==> config.mk <==
export PLATFORM = sky130hd
export DESIGN_NAME = acc_deserialize
export DESIGN_NICKNAME = d
export VERILOG_FILES = /design/src/rtl/bitser_pkg.sv /design/src/rtl/acc_deserialize.sv
export SDC_FILE = /design/constraint.sdc
export NUM_CORES = 1
export LEC_CHECK = 0
export CAP_MARGIN = 20
export CORE_MARGIN = 4
export CORE_UTILIZATION = 50
export DETAILED_ROUTE_END_ITERATION = 16
export HOLD_SLACK_MARGIN = 0.12
export PLACE_DENSITY_LB_ADDON = 0.1
export SLEW_MARGIN = 20
export SYNTH_ARGS = -nofsm -noshare
export SYNTH_HDL_FRONTEND = slang
export SYNTH_SLANG_ARGS = --single-unit
==> constraint.sdc <==
create_clock -name i_clk -period 2 [get_ports i_clk]
set_input_delay 0.4 -clock i_clk [delete_from_list [all_inputs] [get_ports i_clk]]
set_output_delay 0.4 -clock i_clk [all_outputs]
set_load 0.05 [all_outputs]
==> src/rtl/bitser_pkg.sv <==
// Shared constants and state encoding for the bit-serial accumulator deserializer.
package bitser_pkg;

    // Default frame width and the matching bit-index width
    localparam int W_DEF = 8;
    localparam int CNT_W = $clog2(W_DEF);

    typedef enum logic {
        ST_IDLE  = 1'b0,
        ST_SHIFT = 1'b1
    } state_t;

endpackage

==> src/rtl/acc_deserialize.sv <==
// Collects LSB-first serial bits from an accumulator into a W-bit word and
// presents it through a valid/ready register with a sticky overrun flag.
//
// state    | meaning
// ---------+---------------------------------------------------------------
// ST_IDLE  | no frame in progress; next i_shift sample lands in bit 0
// ST_SHIFT | partial frame held in r_sr, r_count is the next bit index
module acc_deserialize
    import bitser_pkg::*;
#(
    parameter int W = W_DEF
) (
    input  logic                 i_clk,
    input  logic                 i_rst_n,
    input  logic                 i_bit,
    input  logic                 i_shift,
    input  logic                 i_abort,
    input  logic                 i_ready,
    input  logic                 i_clr_ovr,
    output logic [W-1:0]         o_data,
    output logic                 o_valid,
    output logic [$clog2(W)-1:0] o_count,
    output logic                 o_busy,
    output logic                 o_overrun
);

    localparam int CW = $clog2(W);
    localparam logic [CW-1:0] LAST_IDX = CW'(W - 1);

    state_t        r_state;
    logic [CW-1:0] r_count;
    logic [W-1:0]  r_sr;
    logic [W-1:0]  r_data;
    logic          r_valid;
    logic          r_ovr;

    state_t        w_state_nxt;
    logic [CW-1:0] w_count_nxt;
    logic [W-1:0]  w_sr_nxt;
    logic [W-1:0]  w_word;
    logic [W-1:0]  w_data_nxt;
    logic          w_valid_nxt;
    logic          w_ovr_nxt;
    logic          w_final;

    // Next-state, datapath and handshake decode; abort wins over a same-cycle shift
    always_comb begin
        w_state_nxt      = r_state;
        w_count_nxt      = r_count;
        w_sr_nxt         = r_sr;
        w_word           = r_sr;
        w_word[r_count]  = i_bit;
        w_data_nxt       = r_data;
        w_valid_nxt      = r_valid & ~i_ready;
        w_ovr_nxt        = i_clr_ovr ? 1'b0 : r_ovr;
        w_final          = 1'b0;

        if (i_abort) begin
            w_state_nxt = ST_IDLE;
            w_count_nxt = '0;
            w_sr_nxt    = '0;
        end else if (i_shift) begin
            if (r_count == LAST_IDX) begin
                // Frame complete: clear the shifter so nothing leaks into the next frame
                w_final     = 1'b1;
                w_state_nxt = ST_IDLE;
                w_count_nxt = '0;
                w_sr_nxt    = '0;
            end else begin
                w_state_nxt = ST_SHIFT;
                w_count_nxt = r_count + CW'(1);
                w_sr_nxt    = w_word;
            end
        end

        if (w_final) begin
            if (!r_valid || i_ready) begin
                w_data_nxt  = w_word;
                w_valid_nxt = 1'b1;
            end else begin
                // Consumer still holds the previous word: drop the new one, set wins over clear
                w_ovr_nxt = 1'b1;
            end
        end
    end

    // All state registers, cleared asynchronously
    always_ff @(posedge i_clk or negedge i_rst_n) begin
        if (!i_rst_n) begin
            r_state <= ST_IDLE;
            r_count <= '0;
            r_sr    <= '0;
            r_data  <= '0;
            r_valid <= 1'b0;
            r_ovr   <= 1'b0;
        end else begin
            r_state <= w_state_nxt;
            r_count <= w_count_nxt;
            r_sr    <= w_sr_nxt;
            r_data  <= w_data_nxt;
            r_valid <= w_valid_nxt;
            r_ovr   <= w_ovr_nxt;
        end
    end

    assign o_data    = r_data;
    assign o_valid   = r_valid;
    assign o_count   = r_count;
    assign o_overrun = r_ovr;
    assign o_busy    = (r_state == ST_SHIFT);

endmodule

Yosys cells after proc, flatten, opt, wreduce, memory -nomap -nowiden
Index checks and enable logic that the tools add are counted.
- reduce and logical (&&, ||, !) cells: 5
- equality and inequality tests: 1
- magnitude comparators: 2
- bitwise gates (word level): 2
- mux-type cells: 20
- add/sub/neg operators: 1
- operators by type and width (operator ; number):
    $mux 8 ; 3
    $mux 1 ; 12
    $mux 3 ; 3
    $bwmux 8 ; 1
    $lt 3x4->1 const B ; 1
    $add 3x1->3 const B ; 1
    $demux 1 s3 ; 1
    $eq 3x3->1 const B ; 1
    $ge 3x1->1 const B ; 1
    $reduce_and 2->1 ; 1
    $reduce_bool 2->1 ; 1
    $and 1x1->1 ; 1
    $logic_and 1x1->1 ; 1
    $logic_not 1->1 ; 1
    $logic_or 1x1->1 ; 1
    $not 1->1 ; 1
- bits in registers: 22
- output and inout port bits: 14
- word-level logic and storage cells: 37
- input port bits: 7

Logic depth before layout (Yosys ltp)
- depth in word-level cells: 8
- mapped depth: 6
- depth with buffers taken out: 5

Worst setup path before layout
No wires, ideal clock.
- path kind: register to register
- from: register r_count[1], in the netlist o_count[1]
- to: register r_data[0], in the netlist o_data[0]
- required time: 1875 ps
- arrival time: 1832 ps
- slack: 43 ps
- setup time: 125 ps
- stages on the path, launching flop included: 7
- period minus slack after synthesis: 1957 ps
- path through: dfrtp_1 > ha_1 > ha_1 > nand3b_1 > nor2b_1 > buf_2 > mux2_2
- word-level cells in the longest chain between the ends: 5
- elaborated cells between the ends (all ways): 11
- RTL lines (item ; line ; text):
    start, declared ; acc_deserialize.sv:31 ; logic [CW-1:0] r_count;
    start signal, assigned ; acc_deserialize.sv:98 ; r_count <= w_count_nxt;
    $lt 3x4->1 (not written as such), or another cell as far along ; acc_deserialize.sv:52 ; w_word[r_count] = i_bit;
    $logic_and 1x1->1 (not written as such) / $mux 1 (equally long branches) ; acc_deserialize.sv:52, acc_deserialize.sv:63 ;
    $mux 1, on equally long branches ; acc_deserialize.sv:52, acc_deserialize.sv:62 ;
    $demux 1 s3 / $mux 1 (equally long branches) ; acc_deserialize.sv:52, acc_deserialize.sv:58 ;
    $bwmux 8 / $reduce_and 2->1 (equally long branches) ; - ;
    end signal, assigned ; acc_deserialize.sv:100 ; r_data <= w_data_nxt;
    end, declared ; acc_deserialize.sv:33 ; logic [W-1:0] r_data;
Several ways; a longest one is shown, not always the timed one.
A chain may end at the register's enable or synchronous reset.

Final worst setup path
- from: register r_data[5], in the netlist o_data[5]
- to: output port o_data[5]
- RTL lines (item ; line ; text):
    end, declared ; acc_deserialize.sv:20 ; output logic [W-1:0] o_data,
No word-level cell between the ends.

==> flow_summary.json <==
{
  "outcome": "completed",
  "powerDensity_nw_per_um2": 523,
  "cts_tree": "done",
  "n_antenna_cell": 0,
  "syn_inst": 109,
  "start_kind": "flop",
  "crit_chain": "clkdlybuf4s50_1",
  "post-route-period-util": 0.941,
  "die_w_um": 57.3,
  "power_uw": 764,
  "clkTransAtPathRegs_ns": 0.12,
  "layout.nets": 142,
  "initial_core_util": 0.539,
  "holdBufCountCts": 0,
  "synth_top_area_share": 0.453,
  "synth_area_leader_cell": "dfrtp_1",
  "grt_pass1_wl_um": 3930,
  "ys_types": 27,
  "critPathMaxFanout": 2,
  "p_int_uw": 570,
  "required_ns": 1.60,
  "cts_sinks": 22,
  "avgViaCountPerCell": 5.44,
  "swShare": 0.254,
  "drcViolationCount": 0,
  "drt-initial-drc-count": 13,
  "place.port_buffers": 20,
  "post-route-min-period_ns": 1.88,
  "power_frac_comb": 0.147,
  "routed-via-count": 860,
  "wl_per_cell_um": 13.8,
  "relSlewSlack": 0.666,
  "syn_avg_cell_area_um2": 11.2,
  "grt_pass1_vias": 864,
  "crit_slowest_cell": "clkdlybuf4s50_1",
  "cts_buffers": 3,
  "rows": 17,
  "syn_to_final_growth_pct": 20.1,
  "yosys.area_share.simple": 0.172,
  "dpl.hpwl_um": 1560,
  "drt-pass1-iter-count": 4,
  "post_cts_buffers": 0,
  "synth_xor_area_frac": 0,
  "hold_viol_final": 0,
  "fin_worst_skew_ns": 0.00966,
  "wirelength_um": 2170,
  "switchingPower_uw": 194,
  "syn-cell-area_um2": 1220,
  "crit_path_end_kind": "output pin",
  "fin_cells": 158,
  "drive_above_1_share": 0.238,
  "finalSetupViolCount": 0,
  "cap_viol_max_count": 0,
  "synth_top_family_by_area": "multiplexers",
  "clockBufferDepth": 2,
  "worstMarginPinSlew_ns": 0.499,
  "grt-ovfl-total": 0,
  "clkPwrFrac": 0.255,
  "postRouteAntennaNets": 0,
  "hp-class": "input port to asynchronous set/reset pin",
  "slew_violations": 0,
  "ys_ff_latch": 22,
  "track_usage": 0.149,
  "fp.dieH_um": 57.3,
  "fillCellCount": 201,
  "clk_latency_ns": 0.31,
  "timing.hold.ws_ns": 0.436,
  "fmax_mhz": 532,
  "crit_family": "buffers and inverters",
  "synth.area.top_cells": "dfrtp_1, mux2_2, mux2_4",
  "finish.utilization": 0.648,
  "synth_fp_nets": 119,
  "cts_root_buffer": "clkbuf_4",
  "rsz0062_at_grt": "no",
  "slowest_delay_ns": 0.80,
  "cts-resized-gates": 0,
  "crit_buf_inv": 1,
  "gp_congestion": 0.761,
  "ys_seq_area_frac": 0.453,
  "core-area_um2": 2250,
  "tns_ns": 0,
  "dp.cells": 155,
  "cellLeakagePower_nw": 0.673,
  "crit_arrival_ns": 1.48,
  "path_class": "flop to output pin",
  "muxShareOfSynthArea": 0.183,
  "synth_compound_area_frac": 0.104,
  "cts_htree_levels": 1,
  "pwr-share-seq": 0.598,
  "die_area_um2": 3290,
  "ios": 21,
  "grt_max_degree": 23,
  "synth-adder-area-share": 0.0309,
  "antenna_found_initial": 0,
  "vdd_ir_drop_max_v": 0.000518,
  "ys_warn_count": 0
}
per-stage QoR:
stage / setup slack (ns) / area (µm²)
after global routing: 0.0553 / 1460
after floorplan: 0.0435 / 1220
final: 0.119 / 1460
after detailed placement: 0.157 / 1440
after CTS: 0.109 / 1460
after global placement: 0.185 / 1440
path summary, 6_finish.rpt:
kind,startpoint,slack [ns],cells past startpoint,to
setup / recovery,o_data[5],0.12,1,o_data[5]
hold / removal,i_rst_n,0.44,2,o_data[7]
setup reg to reg,o_count[2],0.27,5,o_data[0]
hold reg to reg,o_data[1],0.52,1,o_data[1]
max in group asynchronous,i_rst_n,1.33,2,r_sr[0]
min in group i_clk,o_data[1],0.52,1,o_data[1]
cells in the final DEF, fill, tap and decap left out:
cell             instances
a221oi_1                 1
inv_1                    3
nand3_1                  1
o22ai_1                  1
nor3b_1                  3
a21oi_1                  2
nor2b_1                  9
clkbuf_4                 3
o2bb2ai_1                7
and3b_1                  3
or3_1                    1
clkdlybuf4s50_1         17
buf_4                   10
nor2_1                   4
nor3b_2                  1
nand2_1                  9
mux2_4                   6
mux2_2                  10
o21ai_0                  8
and3b_4                  1
nand2b_1                 1
nand3b_1                 1
dfrtp_1                 22
nor3_1                   1
ha_1                     3
mux2i_1                  2
state kept, by name, indices dropped and copies added, names as in the netlist:
signal,count
o_busy,1
o_overrun,1
r_sr,8
o_count,3
o_valid,1
o_data,8
area by class of cell:
cell class	instances	area [µm²]	area share
sequential	22	551	0.377
inverter	3	11.3	0.00771
tap	28	35.0	0.0240
clock buffer	3	22.5	0.0154
multi-input combinational	75	596	0.408
timing repair buffer	27	245	0.168
synthesized netlist by cell type:
master	number
and3b_1	3
a21oi_1	2
mux2_2	10
a221oi_1	1
clkbuf_2	1
nand3_1	1
ha_1	3
mux2_4	6
or3_1	1
nor3b_2	1
nor2b_1	9
nand2_1	9
mux2i_1	2
buf_2	1
nand3b_1	1
clkbuf_1	4
nor2_1	4
o2bb2ai_1	7
and3b_4	1
dfrtp_1	22
nor3_1	1
buf_6	3
nor3b_1	3
o21ai_0	8
inv_1	3
o22ai_1	1
nand2b_1	1
power groups by stage:
stage	clock, mW	combinational [mW]	sequential [mW]
6_report	0.195	0.112	0.457
5_1_grt	0.220	0.123	0.458
4_1_cts	0.202	0.113	0.457
3_5_place_dp	0	0.113	0.466
3_3_place_gp	0	0.111	0.465
2_1_floorplan	0	0.0557	0.481
layer usage:
metal / track usage / wire, µm
met2: 0.243 / 1030
met4: 0.0199 / 14
met1: 0.197 / 1020
met5: 0 / 0
met3: 0.0520 / 106
kinds of logic (layout without fill, tap and decap cells):
family	Yosys count	after routing
flops	22	22
mux	18	18
fa+ha+maj	3	3
buf+inv	12	33
simple gates	35	35
compound gates	19	19
No activity file was read; power rests on OpenSTA's default activity.
